[src/rtl/mux4_scan_ctrl.sv]
// Round-robin sequencer for a downstream 4:1 mux: steps sel across channels 0..3,
// dwells DWELL cycles on each, and publishes the four captured bits as one snapshot.
module mux4_scan_ctrl #(
    parameter int DWELL = 4,
    parameter int CW    = 8
) (
    input  logic       clk,
    input  logic       rst_n,
    input  logic       start,
    input  logic       stop,
    input  logic       mode,
    input  logic       mux_out,
    output logic [1:0] sel,
    output logic [3:0] sample,
    output logic       valid,
    output logic       busy
);

    localparam logic [0:0] IDLE = 1'b0;
    localparam logic [0:0] SCAN = 1'b1;

    localparam logic [CW-1:0] LAST_CNT = CW'(DWELL - 1);
    localparam logic [CW-1:0] CNT_ONE  = CW'(1);

    logic [0:0]    state;
    logic [CW-1:0] cnt;
    logic [2:0]    shadow;
    logic          mode_q;

    // Channel 3 is never stored in the shadow: it is merged straight into sample at the wrap.
    always_ff @(posedge clk or negedge rst_n) begin
        if (!rst_n) begin
            state  <= IDLE;
            sel    <= 2'd0;
            cnt    <= '0;
            shadow <= 3'b000;
            sample <= 4'b0000;
            valid  <= 1'b0;
            mode_q <= 1'b0;
        end else begin
            valid <= 1'b0;
            case (state)
                IDLE: begin
                    sel <= 2'd0;
                    cnt <= '0;
                    if (start && !stop) begin
                        state  <= SCAN;
                        mode_q <= mode;
                    end
                end
                SCAN: begin
                    if (stop) begin
                        state  <= IDLE;
                        sel    <= 2'd0;
                        cnt    <= '0;
                        shadow <= 3'b000;
                    end else if (cnt != LAST_CNT) begin
                        cnt <= cnt + CNT_ONE;
                    end else begin
                        cnt <= '0;
                        if (sel != 2'd3) begin
                            shadow[sel] <= mux_out;
                            sel         <= sel + 2'd1;
                        end else begin
                            sample <= {mux_out, shadow};
                            valid  <= 1'b1;
                            sel    <= 2'd0;
                            shadow <= 3'b000;
                            if (mode_q) begin
                                mode_q <= mode;
                            end else begin
                                state <= IDLE;
                            end
                        end
                    end
                end
                default: begin
                    state <= IDLE;
                end
            endcase
        end
    end

    assign busy = (state == SCAN);

endmodule

[config.mk]
export PLATFORM = sky130hd
export DESIGN_NAME = mux4_scan_ctrl
export DESIGN_NICKNAME = d
export VERILOG_FILES = /design/src/rtl/mux4_scan_ctrl.sv
export SDC_FILE = /design/constraint.sdc
export NUM_CORES = 1
export LEC_CHECK = 0
export ABC_CLOCK_PERIOD_IN_PS = 1740
export BUFFER_PORTS_ARGS = -buffer_cell sky130_fd_sc_hd__buf_2
export CAP_MARGIN = 10
export CORE_MARGIN = 2
export CORE_UTILIZATION = 54
export DETAILED_ROUTE_END_ITERATION = 6
export PLACE_DENSITY = 0.73
export SLEW_MARGIN = 25
export SYNTH_ARGS = -nofsm -noshare
export SYNTH_HDL_FRONTEND = slang
export SYNTH_SLANG_ARGS = --single-unit
[constraint.sdc]
create_clock -name clk -period 1.74 [get_ports clk]
set_input_delay 0.348 -clock clk [delete_from_list [all_inputs] [get_ports clk]]
set_output_delay 0.348 -clock clk [all_outputs]
set_load 0.02 [all_outputs]
# Yosys cells after proc, flatten, opt, wreduce, memory -nomap -nowiden
# Cells that the tools add are included.
# W data, S select, Z words.
[totals] register_bits=20 in_bits=6 wordCells=58
[classes] add_sub_neg=2 order_cmp=2 eq_ne=8 n_mux=29 bitwise_logic=4 n_reduce_logical=6
[ops] op="$mux W8" count=2
[ops] op="$pmux W8 S2" count=1
[ops] op="$mux W1" count=15
[ops] op="$ne A2 B2 Y1 const B" count=6
[ops] op="$mux W3" count=3
[ops] op="$add A8 B1 Y8 const B" count=1
[ops] op="$ne A8 B2 Y1 const B" count=1
[ops] op="$reduce_and A4 Y1" count=2
[ops] op="$mux W2" count=3
[ops] op="$not A1 Y1" count=4
[ops] op="$pmux W1 S2" count=2
[ops] op="$pmux W2 S2" count=1
[ops] op="$bwmux W3" count=1
[ops] op="$lt A2 B3 Y1 const B" count=1
[ops] op="$ne A3 B3 Y1 const B" count=1
[ops] op="$add A2 B1 Y2 const B" count=1
[ops] op="$demux W1 S2" count=1
[ops] op="$ge A2 B1 Y1 const B" count=1
[ops] op="$logic_and A1 B1 Y1" count=2
[ops] op="$reduce_and A2 Y1" count=1
[ops] op="$logic_not A1 Y1" count=1

# Logic depth before layout (Yosys ltp)
[depth] word_depth=8 mapped_depth=5 depth_no_buf=5

# Worst setup path before layout
# Ideal clock, no wire load.
[synth_path] path_kind="reg-to-reg" startpoint="register cnt[4]" endpoint="register sample[3]" setup_time_ps=125 arrival_time_ps=1479 required_time_ps=1615 slack_ps=136 path_stages_with_launch=5 path_buffers=0 cell_sequence="dfrtp_1 -> nor4_4 -> nand3_4 -> nor2_2 -> mux2_2"
[synth_via] elab_chain_cells=3
[synth_lines] element="start: declaration" line_no="26" rtl="logic [CW-1:0] cnt;"
[synth_lines] element="start signal: assignment" line_no="58" rtl="cnt <= cnt + CNT_ONE;"
[synth_lines] element="$ne A8 B2 Y1" line_no="57" rtl="end else if (cnt != LAST_CNT) begin"
[synth_lines] element="$not A1 Y1 (no line)"
[synth_lines] element="$reduce_and A4 Y1 (no line)"
[synth_lines] element="end signal: assignment" line_no="65" rtl="sample <= {mux_out, shadow};"
[synth_lines] element="end: declaration" line_no="14" rtl="output logic [3:0] sample,"
# Every way passes these cells.
# A chain may end at the register's enable or synchronous reset.

# Final worst setup path
[layout_path] startpoint="register cnt[6]" endpoint="register shadow[1]"
[layout_via] elab_chain_cells=3
[layout_lines] element="$ne A8 B2 Y1" line_no="57"
[layout_lines] element="$ne A2 B2 Y1 (no line)"
[layout_lines] element="$reduce_and A2 Y1 (no line)"
[layout_lines] element="end signal: indexed assignment" line_no="62" rtl="shadow[sel] <= mux_out;"
[layout_lines] element="end: declaration" line_no="27" rtl="logic [2:0] shadow;"
# Every way passes these cells.

==> summary.md <==
| Metric | Value |
|---|---|
| Worst clock skew | 8.26 ps |
| Ranking of synthesized cells by area | sky130_fd_sc_hd__dfrtp_1 52%, sky130_fd_sc_hd__ha_1 6.5%, sky130_fd_sc_hd__mux2_2 4.7% |
| Final worst path period share | 95.0% |
| Most area-hungry cell type in the Yosys netlist | sky130_fd_sc_hd__dfrtp_1 |
| Cell count after placement | 131 |
| Die Span X | 46.3 um |
| Vias after detailed routing | 697 |
| Final setup vio count | 0 |
| Largest net degree at the start of global routing | 21 |
| Syn_nets | 102 |
| Cell Area, Synth | 966 um^2 |
| Placed wire-length estimate | 1260 um |
| Synthesis Warnings | 0 |
| Max-capacitance violation count | 0 |
| Flip-flop and latch count after synthesis | 20 |
| Wire per inst | 12.5 um |
| Critical path data required time | 1960 ps |
| Pleak | 0.553 nW |
| Crit Path Category | reg2reg |
| Number of CTS-inserted buffers | 3 |
| Overall power of the completed layout | 0.792 mW |
| Post-route setup slack | 87.7 ps |
| Data arrival time at the worst-slack endpoint | 1870 ps |
| Post-detailed-route count of antenna-violating nets | 0 |
| Top Ports | 14 |
| Sort of element at the end of the critical path | flop |
| Endpoint of the worst hold-timing path | busy$_DFF_PN0_ |
| Clock-pin slew on the worst setup and hold paths | 110 ps |
| Portion of total power attributed to sequential cells | 60.4% |
| Final cell count without fillers | 138 |
| CTS root buffer | sky130_fd_sc_hd__clkbuf_4 |
| H-tree depth | 1 |
| Antenna violations before repair | 0 |
| Starting Density | 56.6% |
| Hold Fails Final Rpt | 0 |
| Std-Cell Core Area | 0.00171 mm^2 |
| Type of the tightest min-delay check | in2reg |
| Internal Dissipation | 0.618 mW |
| Worst slew slack as a fraction of its limit | 71.0% |
| Clock Sink Count | 20 |
| Cell chain of the critical path | nor4_4, nand3_4, or4_4, o21ai_1 |
| Status | finished clean |
| Layout net count | 125 |
| Worst setup slack for register-to-register paths | 90 ps |
| Clock network latency to the later pin of the worst-skew pair | 300 ps |
| Highest achievable clock rate | 0.605 GHz |
| Multi-input gate area in the final layout | 444 um^2 |
| Number of detailed-route iterations in the first pass | 4 |
| Post-synthesis cell count | 91 |
| Final period demand of the worst path | 1650 ps |
| Hold Path Stages | 2 |
| TritonCTS clock tree | done |
| Diodes inserted | 0 |
| Post-synthesis cell type count | 26 |
| Input/output buffers | 13 |
| Vertical die dimension | 46.3 um |
| Reg2Reg Capture Point | shadow[1]$_DFFE_PN0P_ |
| Proportion of netlist area held by the largest area contributor | 51.8% |
| DRC violation count after routing | 0 |
| Routed via count divided by cell count | 5.05 |
| Worst slack at placement | 28.8 ps |
| Vias in the first global route | 614 |
| Switching part of the total power | 21.9% |
| Net switching component of the power | 0.173 mW |
| Global route total overflow | 0 |
| Sequential cell area | 502 um^2 |
| Layout area overhead | 18.5% |
| Share of layout cells above drive strength 1 | 29.2% |
| Die area | 0.00214 mm^2 |
| Worst-path maximum fanout | 5 |
| Wire length of the first global-routing pass | 2700 um |
| Final setup TNS | 0 ps |
| Total Routing Usage GR | 18.1% |
| CP max-delay cell | sky130_fd_sc_hd__or4_4 |
| Register area share after synthesis | 51.8% |
| Slew at the pin closest to its max-slew limit | 435 ps |
| Maximum vdd drop | 0.559 mV |
| Launch point of the worst reg-to-reg path | cnt[6]$_DFF_PN0_ |
| Depth of the worst register-to-register path | 4 |
| Areal power density over the cells | 691 mW/mm^2 |
| Largest stage delay on the critical path | 510 ps |
| Setup repair after global routing missed its margin | no |
| Maximum number of buffers from clock root to sink | 2 |
| Number of filler cells placed in the layout | 136 |
| Violation count after the first detailed-routing iteration | 14 |
| Worst Hold Margin | 278 ps |
| Post-synthesis area per instance | 10.6 um^2 |
| Element type at the critical path start | flop |
| Combinational group share of total power | 6.3% |
| Final wirelength | 1730 um |
| Worst hold path startpoint | stop |
| Number of placement rows | 15 |
| Final count of pins violating max slew | 0 |
| Weighted congestion reported at the end of routability-driven placement | 0.766 |
| Clock power frac | 33.3% |
-- what timing repair did --
item | 4_1_cts | 5_1_grt
setup endpoints to repair | 0 | 5
gates resized for setup | 0 | 2
endpoints found under the hold margin | 20 | 0
hold buffers | 1 | 0
setup buffers | 0 | 2
-- cell usage after synthesis (all sizes together) --
cell and instances:
a21oi 3, a31oi 1, and3 1, dfrtp 20
ha 5, inv 7, mux2 4, mux2i 2
nand2 8, nand2b 1, nand3 4, nor2 12
nor2b 1, nor3 1, nor4 1, o21ai 10
o32ai 1, or2 1, or3 2, or4 1
xnor2 3, xor2 2
-- kinds of logic after synthesis --
group,synth area share (%)
simple gates,19.4
flops,51.8
compound gates,8.29
buf+inv,2.72
mux,6.74
xor+xnor,4.53
fa+ha+maj,6.48
-- critical path: cells and delay by family (launching register included) --
| family | cells | cell delay, ps |
|---|---|---|
| and+or+nand+nor | 3 | 1010 |
| DFF | 1 | 430 |
| AOI/OAI and AO/OA | 1 | 140 |
-- registers in the layout (all words and copies together), names as in the netlist --
register / cells
sel: 2
shadow: 3
busy: 1
mode_q: 1
cnt: 8
valid: 1
sample: 4
-- cell type report --
type	count	share of cell area [%]
timing repair buffer	18	9.18
sequential	20	43.8
clock buffer	4	3.17
inverter	7	2.30
tap	25	2.73
multi-input combinational	64	38.8
-- through the flow --
stage          util [%]  area [um^2]
2_1_floorplan         -          966
3_3_place_gp       63.1         1080
3_5_place_dp       63.1         1080
4_1_cts            65.8         1120
5_1_grt            67.0         1140
6_report           67.0         1140
-- power groups by stage --
stage               combinational [mW]  clock [mW]  sequential [mW]
detailed placement              0.0486           0            0.487
floorplan                       0.0187           0            0.489
global route                    0.0572       0.295            0.479
CTS                             0.0504       0.275            0.478
finish                          0.0500       0.264            0.478
global placement                0.0479           0            0.486
-- worst max path at each step --
stage	slack, ps	cells past startpoint	startpoint	end
floorplan	140	4	cnt[4]$_DFF_PN0_	sample[3]$_DFFE_PN0P_
global placement	90	4	cnt[4]$_DFF_PN0_	sample[2]$_DFFE_PN0P_
detailed placement	30	4	cnt[4]$_DFF_PN0_	sample[1]$_DFFE_PN0P_
CTS	4	4	cnt[4]$_DFF_PN0_	sample[3]$_DFFE_PN0P_
global route	0.1	4	cnt[6]$_DFF_PN0_	shadow[1]$_DFFE_PN0P_
finish	90	4	cnt[6]$_DFF_PN0_	shadow[1]$_DFFE_PN0P_
-- metal layers --
layer	GRT usage (%)	part of all wire (%)	up-vias
met5	0	0	-
met4	8.57	0.75	0
met3	2.35	2.4	2
met2	28.3	45	12
met1	24.8	51	333
li1	-	-	350
-- cells in the final DEF, fill, tap and decap left out, types with 2 or more instances in the layout --
| cell | n |
|---|---|
| sky130_fd_sc_hd__dfrtp_1 | 19 |
| sky130_fd_sc_hd__buf_2 | 13 |
| sky130_fd_sc_hd__nor2_1 | 11 |
| sky130_fd_sc_hd__nand2_1 | 8 |
| sky130_fd_sc_hd__inv_1 | 7 |
| sky130_fd_sc_hd__o21ai_0 | 7 |
| sky130_fd_sc_hd__ha_1 | 5 |
| sky130_fd_sc_hd__mux2_2 | 4 |
| sky130_fd_sc_hd__buf_4 | 4 |
| sky130_fd_sc_hd__nand3_1 | 3 |
| sky130_fd_sc_hd__a21oi_1 | 3 |
| sky130_fd_sc_hd__xnor2_1 | 3 |
| sky130_fd_sc_hd__o21ai_1 | 3 |
| sky130_fd_sc_hd__clkbuf_4 | 3 |
| sky130_fd_sc_hd__xor2_1 | 2 |
| sky130_fd_sc_hd__mux2i_1 | 2 |
Power figures use the tool's default switching activity.
